## src/rtl/mips_mc_ctrl.sv

```systemverilog
`default_nettype none
// ============================================================================
// Module      : mips_mc_ctrl
// Description : Multicycle control sequencer for the MIPS core. Steps each
//               instruction through IDLE/FETCH/DECODE/EXEC/MEM/WB in a single
//               clock domain and emits per-cycle enable strobes and datapath
//               mux selects. Waits on a memory ready handshake and halts on
//               an illegal opcode or a memory access timeout.
// Ports       : clk, rst (sync, active-high)
//               run, opcode[5:0], alu_zero, mem_ready     - inputs
//               state[2:0], halted, err_code[1:0]         - status
//               pc_en, pc_sel[1:0], ir_en, mem_rd, mem_wr,
//               iord, alu_src_imm, reg_dst_rd, mem_to_reg,
//               reg_we, instr_done                        - strobes/selects
//               cycle_cnt, retire_cnt [PERF_W-1:0]        - perf counters
// Options     : MIPS_CTRL_PERF_EN - build the cycle/retire counters;
//               when undefined both outputs are tied to zero.
// Revision    : 1.0 - initial release
// ============================================================================
module mips_mc_ctrl #(
  parameter int MEM_TIMEOUT = 16,
  parameter int PERF_W      = 32
) (
  input  logic              clk,
  input  logic              rst,
  input  logic              run,
  input  logic [5:0]        opcode,
  input  logic              alu_zero,
  input  logic              mem_ready,
  output logic [2:0]        state,
  output logic              pc_en,
  output logic [1:0]        pc_sel,
  output logic              ir_en,
  output logic              mem_rd,
  output logic              mem_wr,
  output logic              iord,
  output logic              alu_src_imm,
  output logic              reg_dst_rd,
  output logic              mem_to_reg,
  output logic              reg_we,
  output logic              instr_done,
  output logic              halted,
  output logic [1:0]        err_code,
  output logic [PERF_W-1:0] cycle_cnt,
  output logic [PERF_W-1:0] retire_cnt
);

  typedef enum logic [2:0] {
    S_IDLE   = 3'd0,
    S_FETCH  = 3'd1,
    S_DECODE = 3'd2,
    S_EXEC   = 3'd3,
    S_MEM    = 3'd4,
    S_WB     = 3'd5,
    S_HALT   = 3'd6
  } state_e;

  localparam logic [5:0] c_op_r    = 6'h00;
  localparam logic [5:0] c_op_j    = 6'h02;
  localparam logic [5:0] c_op_beq  = 6'h04;
  localparam logic [5:0] c_op_addi = 6'h08;
  localparam logic [5:0] c_op_lw   = 6'h23;
  localparam logic [5:0] c_op_sw   = 6'h2B;

  localparam logic [1:0] c_err_none    = 2'd0;
  localparam logic [1:0] c_err_illegal = 2'd1;
  localparam logic [1:0] c_err_timeout = 2'd2;

  localparam int           TO_W    = $clog2(MEM_TIMEOUT + 1);
  localparam logic [TO_W-1:0] c_to_last = TO_W'(MEM_TIMEOUT - 1);

  state_e          state_q, state_d;
  logic [TO_W-1:0] to_cnt_q, to_cnt_d;
  logic [1:0]      err_q, err_d;

  logic is_r, is_j, is_beq, is_addi, is_lw, is_sw;
  logic to_hit;
  state_e next_fetch;

  assign is_r    = (opcode == c_op_r);
  assign is_j    = (opcode == c_op_j);
  assign is_beq  = (opcode == c_op_beq);
  assign is_addi = (opcode == c_op_addi);
  assign is_lw   = (opcode == c_op_lw);
  assign is_sw   = (opcode == c_op_sw);

  // Counter already holds MEM_TIMEOUT-1 missed cycles, so this cycle is the
  // last one allowed; a ready seen now still completes the access.
  assign to_hit = (to_cnt_q == c_to_last);

  // Instruction boundary: a stop request diverts the next fetch to IDLE.
  assign next_fetch = run ? S_FETCH : S_IDLE;

  always_comb begin
    state_d     = state_q;
    err_d       = err_q;
    to_cnt_d    = '0;
    pc_en       = 1'b0;
    pc_sel      = 2'd0;
    ir_en       = 1'b0;
    mem_rd      = 1'b0;
    mem_wr      = 1'b0;
    iord        = 1'b0;
    alu_src_imm = 1'b0;
    reg_dst_rd  = 1'b0;
    mem_to_reg  = 1'b0;
    reg_we      = 1'b0;
    instr_done  = 1'b0;

    case (state_q)
      S_IDLE: begin
        if (run) state_d = S_FETCH;
      end

      S_FETCH: begin
        mem_rd = 1'b1;
        if (mem_ready) begin
          ir_en   = 1'b1;
          pc_en   = 1'b1;
          state_d = S_DECODE;
        end else if (to_hit) begin
          state_d = S_HALT;
          err_d   = c_err_timeout;
        end else begin
          to_cnt_d = to_cnt_q + TO_W'(1);
        end
      end

      S_DECODE: begin
        if (is_j) begin
          pc_en      = 1'b1;
          pc_sel     = 2'd2;
          instr_done = 1'b1;
          state_d    = next_fetch;
        end else if (is_r || is_addi || is_lw || is_sw || is_beq) begin
          state_d = S_EXEC;
        end else begin
          state_d = S_HALT;
          err_d   = c_err_illegal;
        end
      end

      S_EXEC: begin
        alu_src_imm = is_addi || is_lw || is_sw;
        if (is_lw || is_sw) begin
          state_d = S_MEM;
        end else if (is_beq) begin
          pc_en      = alu_zero;
          pc_sel     = alu_zero ? 2'd1 : 2'd0;
          instr_done = 1'b1;
          state_d    = next_fetch;
        end else begin
          state_d = S_WB;
        end
      end

      S_MEM: begin
        iord   = 1'b1;
        mem_rd = is_lw;
        mem_wr = ~is_lw;
        if (mem_ready) begin
          if (is_lw) begin
            state_d = S_WB;
          end else begin
            instr_done = 1'b1;
            state_d    = next_fetch;
          end
        end else if (to_hit) begin
          state_d = S_HALT;
          err_d   = c_err_timeout;
        end else begin
          to_cnt_d = to_cnt_q + TO_W'(1);
        end
      end

      S_WB: begin
        reg_we     = 1'b1;
        instr_done = 1'b1;
        reg_dst_rd = is_r;
        mem_to_reg = is_lw;
        state_d    = next_fetch;
      end

      S_HALT: begin
        state_d = S_HALT;
      end

      default: begin
        state_d = S_IDLE;
      end
    endcase
  end

  always_ff @(posedge clk) begin
    if (rst) begin
      state_q  <= S_IDLE;
      to_cnt_q <= '0;
      err_q    <= c_err_none;
    end else begin
      state_q  <= state_d;
      to_cnt_q <= to_cnt_d;
      err_q    <= err_d;
    end
  end

  assign state    = state_q;
  assign halted   = (state_q == S_HALT);
  assign err_code = err_q;

`ifdef MIPS_CTRL_PERF_EN
  logic [PERF_W-1:0] cycle_q, cycle_d;
  logic [PERF_W-1:0] retire_q, retire_d;

  always_comb begin
    cycle_d  = cycle_q;
    retire_d = retire_q;
    if (state_q != S_IDLE && state_q != S_HALT) cycle_d = cycle_q + PERF_W'(1);
    if (instr_done) retire_d = retire_q + PERF_W'(1);
  end

  always_ff @(posedge clk) begin
    if (rst) begin
      cycle_q  <= '0;
      retire_q <= '0;
    end else begin
      cycle_q  <= cycle_d;
      retire_q <= retire_d;
    end
  end

  assign cycle_cnt  = cycle_q;
  assign retire_cnt = retire_q;
`else
  assign cycle_cnt  = '0;
  assign retire_cnt = '0;
`endif

endmodule
`default_nettype wire
```

## config.mk

```make
export PLATFORM = sky130hd
export DESIGN_NAME = mips_mc_ctrl
export DESIGN_NICKNAME = d
export VERILOG_FILES = /design/src/rtl/mips_mc_ctrl.sv
export SDC_FILE = /design/constraint.sdc
export NUM_CORES = 1
export LEC_CHECK = 0
export CAP_MARGIN = 40
export CORE_UTILIZATION = 38
export CTS_CLUSTER_SIZE = 30
export DETAILED_ROUTE_END_ITERATION = 12
export GPL_ROUTABILITY_DRIVEN = 0
export PLACE_DENSITY = 0.91
export SLEW_MARGIN = 25
export SYNTH_ARGS = -nofsm -noshare
export SYNTH_HDL_FRONTEND = slang
export SYNTH_SLANG_ARGS = --single-unit
```

## constraint.sdc

```tcl
create_clock -name clk -period 2.9 [get_ports clk]
set_input_delay 0.58 -clock clk [delete_from_list [all_inputs] [get_ports clk]]
set_output_delay 0.58 -clock clk [all_outputs]
set_load 0.005 [all_outputs]
```

---- Yosys cells after proc, flatten, opt, wreduce, memory -nomap -nowiden ----
Index checks and enable logic that the tools add are counted.
storage, ports and cells
  register bits after elaboration ......... 10
  bits in latches ......................... 0
  bits in writable memories ............... 0
  ROM bits ................................ 0
  memories kept ........................... 0
operators by class
  bitwise logic cells ..................... 2
  magnitude comparators ................... 0
  add/sub/neg operators ................... 1
  equal/unequal tests ..................... 17
  multiplexer cells ....................... 39
  shift operators ......................... 0
  reduce and logical (&&, ||, !) cells .... 13
  multipliers ............................. 0
  div/mod/pow operators ................... 0
operator list
  operator                                       count
  two-way mux 3 bit                              9
  case mux 3 bit (7 select lines)                1
  two-way mux 1 bit                              19
  == test 6 bit, second input constant           2
  two-way mux 2 bit                              5
  == test 3 bit, second input constant           3
  != test 2 bit, second input constant           4
  case mux 2 bit (2 select lines)                2
  logical OR 1 bit                               7
  == test 3 x 2 -> 1 bit, second input constant  2
  == test 6 x 2 -> 1 bit, second input constant  1
  == test 6 x 3 -> 1 bit, second input constant  1
  == test 6 x 4 -> 1 bit, second input constant  1
  zero test 6 bit                                1
  adder 5 x 1 -> 5 bit, second input constant    1
  == test 5 x 4 -> 1 bit, second input constant  1
  AND reduction 5 bit                            1
  case mux 1 bit (4 select lines)                1
  OR reduction 4 bit                             1
  == test 3 x 1 -> 1 bit, second input constant  1
  zero test 3 bit                                1
  case mux 1 bit (3 select lines)                1
  != test 2 x 1 -> 1 bit, second input constant  1
  NOT 1 bit                                      2
  other kinds (3)                                3

---- Depth between registers and ports, before layout ----
  word-level depth ........................ 8
  gate-level depth with buffers ........... 7

---- Least setup slack after synthesis ----
No wires, ideal clock.
  path kind ............................... in2out
  start point ............................. input port opcode[1]
  end point ............................... output port pc_en
  path buffers ............................ 1
  cell stages on the path ................. 5
  arrival ................................. 1.738 ns
  setup slack ............................. 0.582 ns
  required time ........................... 2.320 ns
  cells stage by stage .................... buf_2 or3_1 nor4b_4 and4_1 or3_1
between the ends
  cells in the longest elaborated chain, start to end .. 4
  elaborated cells on any way between the ends .. 9
  those cells by class .................... 4 x eq/ne; 4 x mux; 1 x reduce/logical
ends and longest elaborated chain
  what                                                          RTL line  text
  start, declared                                               27        input logic [5:0] opcode,
  == test 6 x 3 -> 1 bit (tied with other cells)                82        assign is_beq = (opcode == c_op_beq);
  two-way mux 1 bit / logical OR 1 bit (equally long branches)  147, 145
  two-way mux 1 bit                                             145       if (is_lw || is_sw) begin
  case mux 1 bit (3 select lines) *                             110       case (state_q)
  end, declared                                                 31        output logic pc_en,
Every way passes the cells marked *; elsewhere a longest branch is shown, timed or not.

---- Worst setup path in the final report ----
  start point ............................. input port opcode[0]
  end point ............................... output port pc_sel[1]
between the ends
  cells in the longest elaborated chain, start to end .. 3
ends and longest elaborated chain
  what                             RTL line  text
  == test 6 x 2 -> 1 bit           81        assign is_j = (opcode == c_op_j);
  two-way mux 2 bit                130       if (is_j) begin
  case mux 2 bit (2 select lines)  110
  end, declared                    32        output logic [1:0] pc_sel,
No other way between the ends.

==> results.md <==
* Synth Instances at 174
* Avg Cell Area, Syn at around 7.6 µm²
* CP max-delay cell: clkdlybuf4s50_1
* 1st-iter DRT viols at 47
* Slew @ Worst Pin at roughly 520 ps
* Initial core utilization at 0.398
* Design area at 0.00152 mm²
* Max cap viols at 0
* Share of the yosys chip area belonging to registers at 0.151
* TritonCTS clock tree: done
* Routed vias/inst at 4.35
* Leak Pwr at ~0.74 nW
* I/O Pins at 93
* Main synth FF type: dfxtp_1
* Core area at roughly 0.0033 mm²
* Hold slack final at approximately 450 ps
* Yosys warnings at 0
* F_max at ~360 MHz
* Status: finished clean
* #FFs+latches synth at 10
* Residual DRC count at 0
* Routed WL at around 2.5 mm
* Post-synthesis async set-or-reset flop share at 0
* Final net count at 225
* FP Rows at 21
* Worst Setup SP: opcode[0]
* Global-route wire length before repair at between 3 and 4 mm
* Maximum vdd ir drop at between 0.15 and 0.2 mV
* Final setup violation count at 0
* Cts bufs inserted at 3
* EDFF count, synth at 0
* Buffers added on ports at 28
* Final Skew at between 3 and 4 ps
* Worst path cell trace: clkdlybuf4s50_1 > buf_4 > nor2_2 > nand3_1 > nand2b_4 > inv_1 > buf_4 > clkdlybuf4s50_1
* Clock transition at path regs at around 60 ps
* Die Wd at around 60 µm
* H-tree depth at 1
* CP Class: in2out
* CP Launch Type: primary input
* DRT antenna net count at 0
* Worst r2r src: state[2]
* Cell variety after synth at 45
* Period Utilization, post-route at 0.966
* Total grt overflow at 0
* DR WL/cell at 9.85 µm
* Layout cells sized above 1 at 0.114
* Max_slew headroom at 0.644
* Vias at between 1k and 1.5k
* Root Driver: clkbuf_4
* Max clock buf depth at 2
* First-pass iteration count of the detailed router at 6
* Final core utilization at 0.457
* Pwr Density at roughly 230 mW/mm²
* Worst endpoint required time at between 2000 and 2500 ps
* Synthesized area at between 0.001 and 0.0015 mm²
* Pin count of the biggest net entering global routing at 17
* Non-filler cells, final at 256
* Number of global-route vias before repair at between 900 and 1k
* Chip Height at 61.1 µm
* Initial antenna violation count at 0
* Slowest Stage Delay on Critical Path at approximately 500 ps
* Num Clock Sinks at 10
* DP Cell Count at 252
* Worst Path Max Fanout at 6
* Placement Cell Area at between 0.001 and 0.0015 mm²
* Number of diodes at 0
* Die Area at 0.00373 mm²
* HPWL after DPL at between 2 and 2.5 mm
* Hold Crit Class: reg2reg
* Pins Over Slew Limit at 0
* Skew-Pair Late Insertion Delay at approximately 260 ps
* Endpoint type of the worst setup path: output port
* Minimum clock period at roughly 2800 ps
* Worst EP arrival at ~2200 ps
* Final Hold Viols at 0
* Synth-to-layout area growth at 14.8%
* Gr usage total at 0.142
* Hold Crit Start: to_cnt_q[0]
final cells by class:
cell class,count,area (µm²)
clock buffers,3,22.5
fillers,340,1810
inverters,6,22.5
multi-input cells,149,836
flip-flops and latches,10,200
well taps,46,57.6
repair buffers,42,385
final timing paths:
kind                               endpoint  slack, ps  depth (start not counted)
worst min-delay path            to_cnt_q[0]        450                          1
worst max register to register     state[0]       1060                          4
worst min register to register  to_cnt_q[0]        450                          1
worst max-delay path              pc_sel[1]        100                          8
sequential cells by signal, summed over array words and instances, names as in the netlist:
name,flops
err_code,2
state,3
to_cnt_q,5
metrics by stage:
| step | worst slack, ps | power (mW) | setup TNS (ps) |
|---|---|---|---|
| after floorplan | 582 | 0.277 | 0 |
| after global placement | -245 | 0.259 | -625 |
| final | 97.5 | 0.350 | 0 |
| after CTS | 57.5 | 0.350 | 0 |
| after detailed placement | -266 | 0.261 | -707 |
| after global routing | -10.9 | 0.379 | -10.9 |
layout by cell type, fill, tap and decap left out, types with 2 or more instances in the layout:
cell	count
nand2_1	3
and3_1	2
nor4_1	5
o21ai_0	3
a21oi_1	5
buf_4	14
nor2b_1	3
inv_1	6
conb_1	64
nor2_1	12
clkbuf_4	3
or3_1	3
dfxtp_1	10
a31oi_1	2
nand2b_1	2
o21bai_1	2
dlymetal6s2s_1	3
o211ai_1	4
nor3_1	5
nand3_1	4
ha_1	2
clkdlybuf4s50_1	19
dlygate4sd2_1	6
where the power goes:
| group | internal (mW) | switching, mW | leakage (nW) |
|---|---|---|---|
| Sequential | 0.141 | 0.00847 | 0.0809 |
| Combinational | 0.0485 | 0.0625 | 0.647 |
| Clock | 0.0477 | 0.0422 | 0.0138 |
| Total | 0.237 | 0.113 | 0.742 |
logic make-up (layout without fill, tap and decap cells):
family	count (synthesis)	in the layout	synth area share
buffers and inverters	78	51	0.411
AND/OR/NAND/NOR	52	52	0.243
AO/OA/AOI/OAI	29	29	0.160
flip-flops	10	10	0.151
adder cells (fa/ha/maj)	2	2	0.0188
XOR/XNOR	2	2	0.0132
other	1	64	0.00282
layer usage:
metal	vias to the layer above	track usage	share of wire
met3	4	0.0462	0.084
met5	-	0	0
li1	550	-	-
met2	64	0.238	0.47
met1	496	0.173	0.43
met4	0	0.0455	0.017
critical path, delay by kind of cell:
kind,cells,cell delay [ps]
AND/OR/NAND/NOR,3,410
buffers and inverters,5,1220
cells in the mapped netlist (all sizes together) (2+ instances only):
cell type  instances  share of area
o21ai              3          0.011
o211ai             4          0.023
a21oi              5          0.019
ha                 2          0.019
nor2              13          0.037
nand2              3         0.0085
o21bai             2          0.011
nand3              4          0.015
nor2b              4          0.019
inv                6          0.017
nor4               5          0.024
clkbuf             2         0.0057
buf               70           0.39
nand2b             3          0.014
or3                4          0.019
nor3b              2          0.020
and3               2         0.0094
a31oi              2         0.0094
dfxtp             10           0.15
nor3               6          0.031
timing repair:
action                     CTS  global route
gates resized for setup      7             6
pin swaps                    3             2
setup endpoints to repair    4             5
hold endpoints to repair     0             0
hold buffers                 0             0
setup buffers                1             0
No activity file was read; power rests on OpenSTA's default activity.
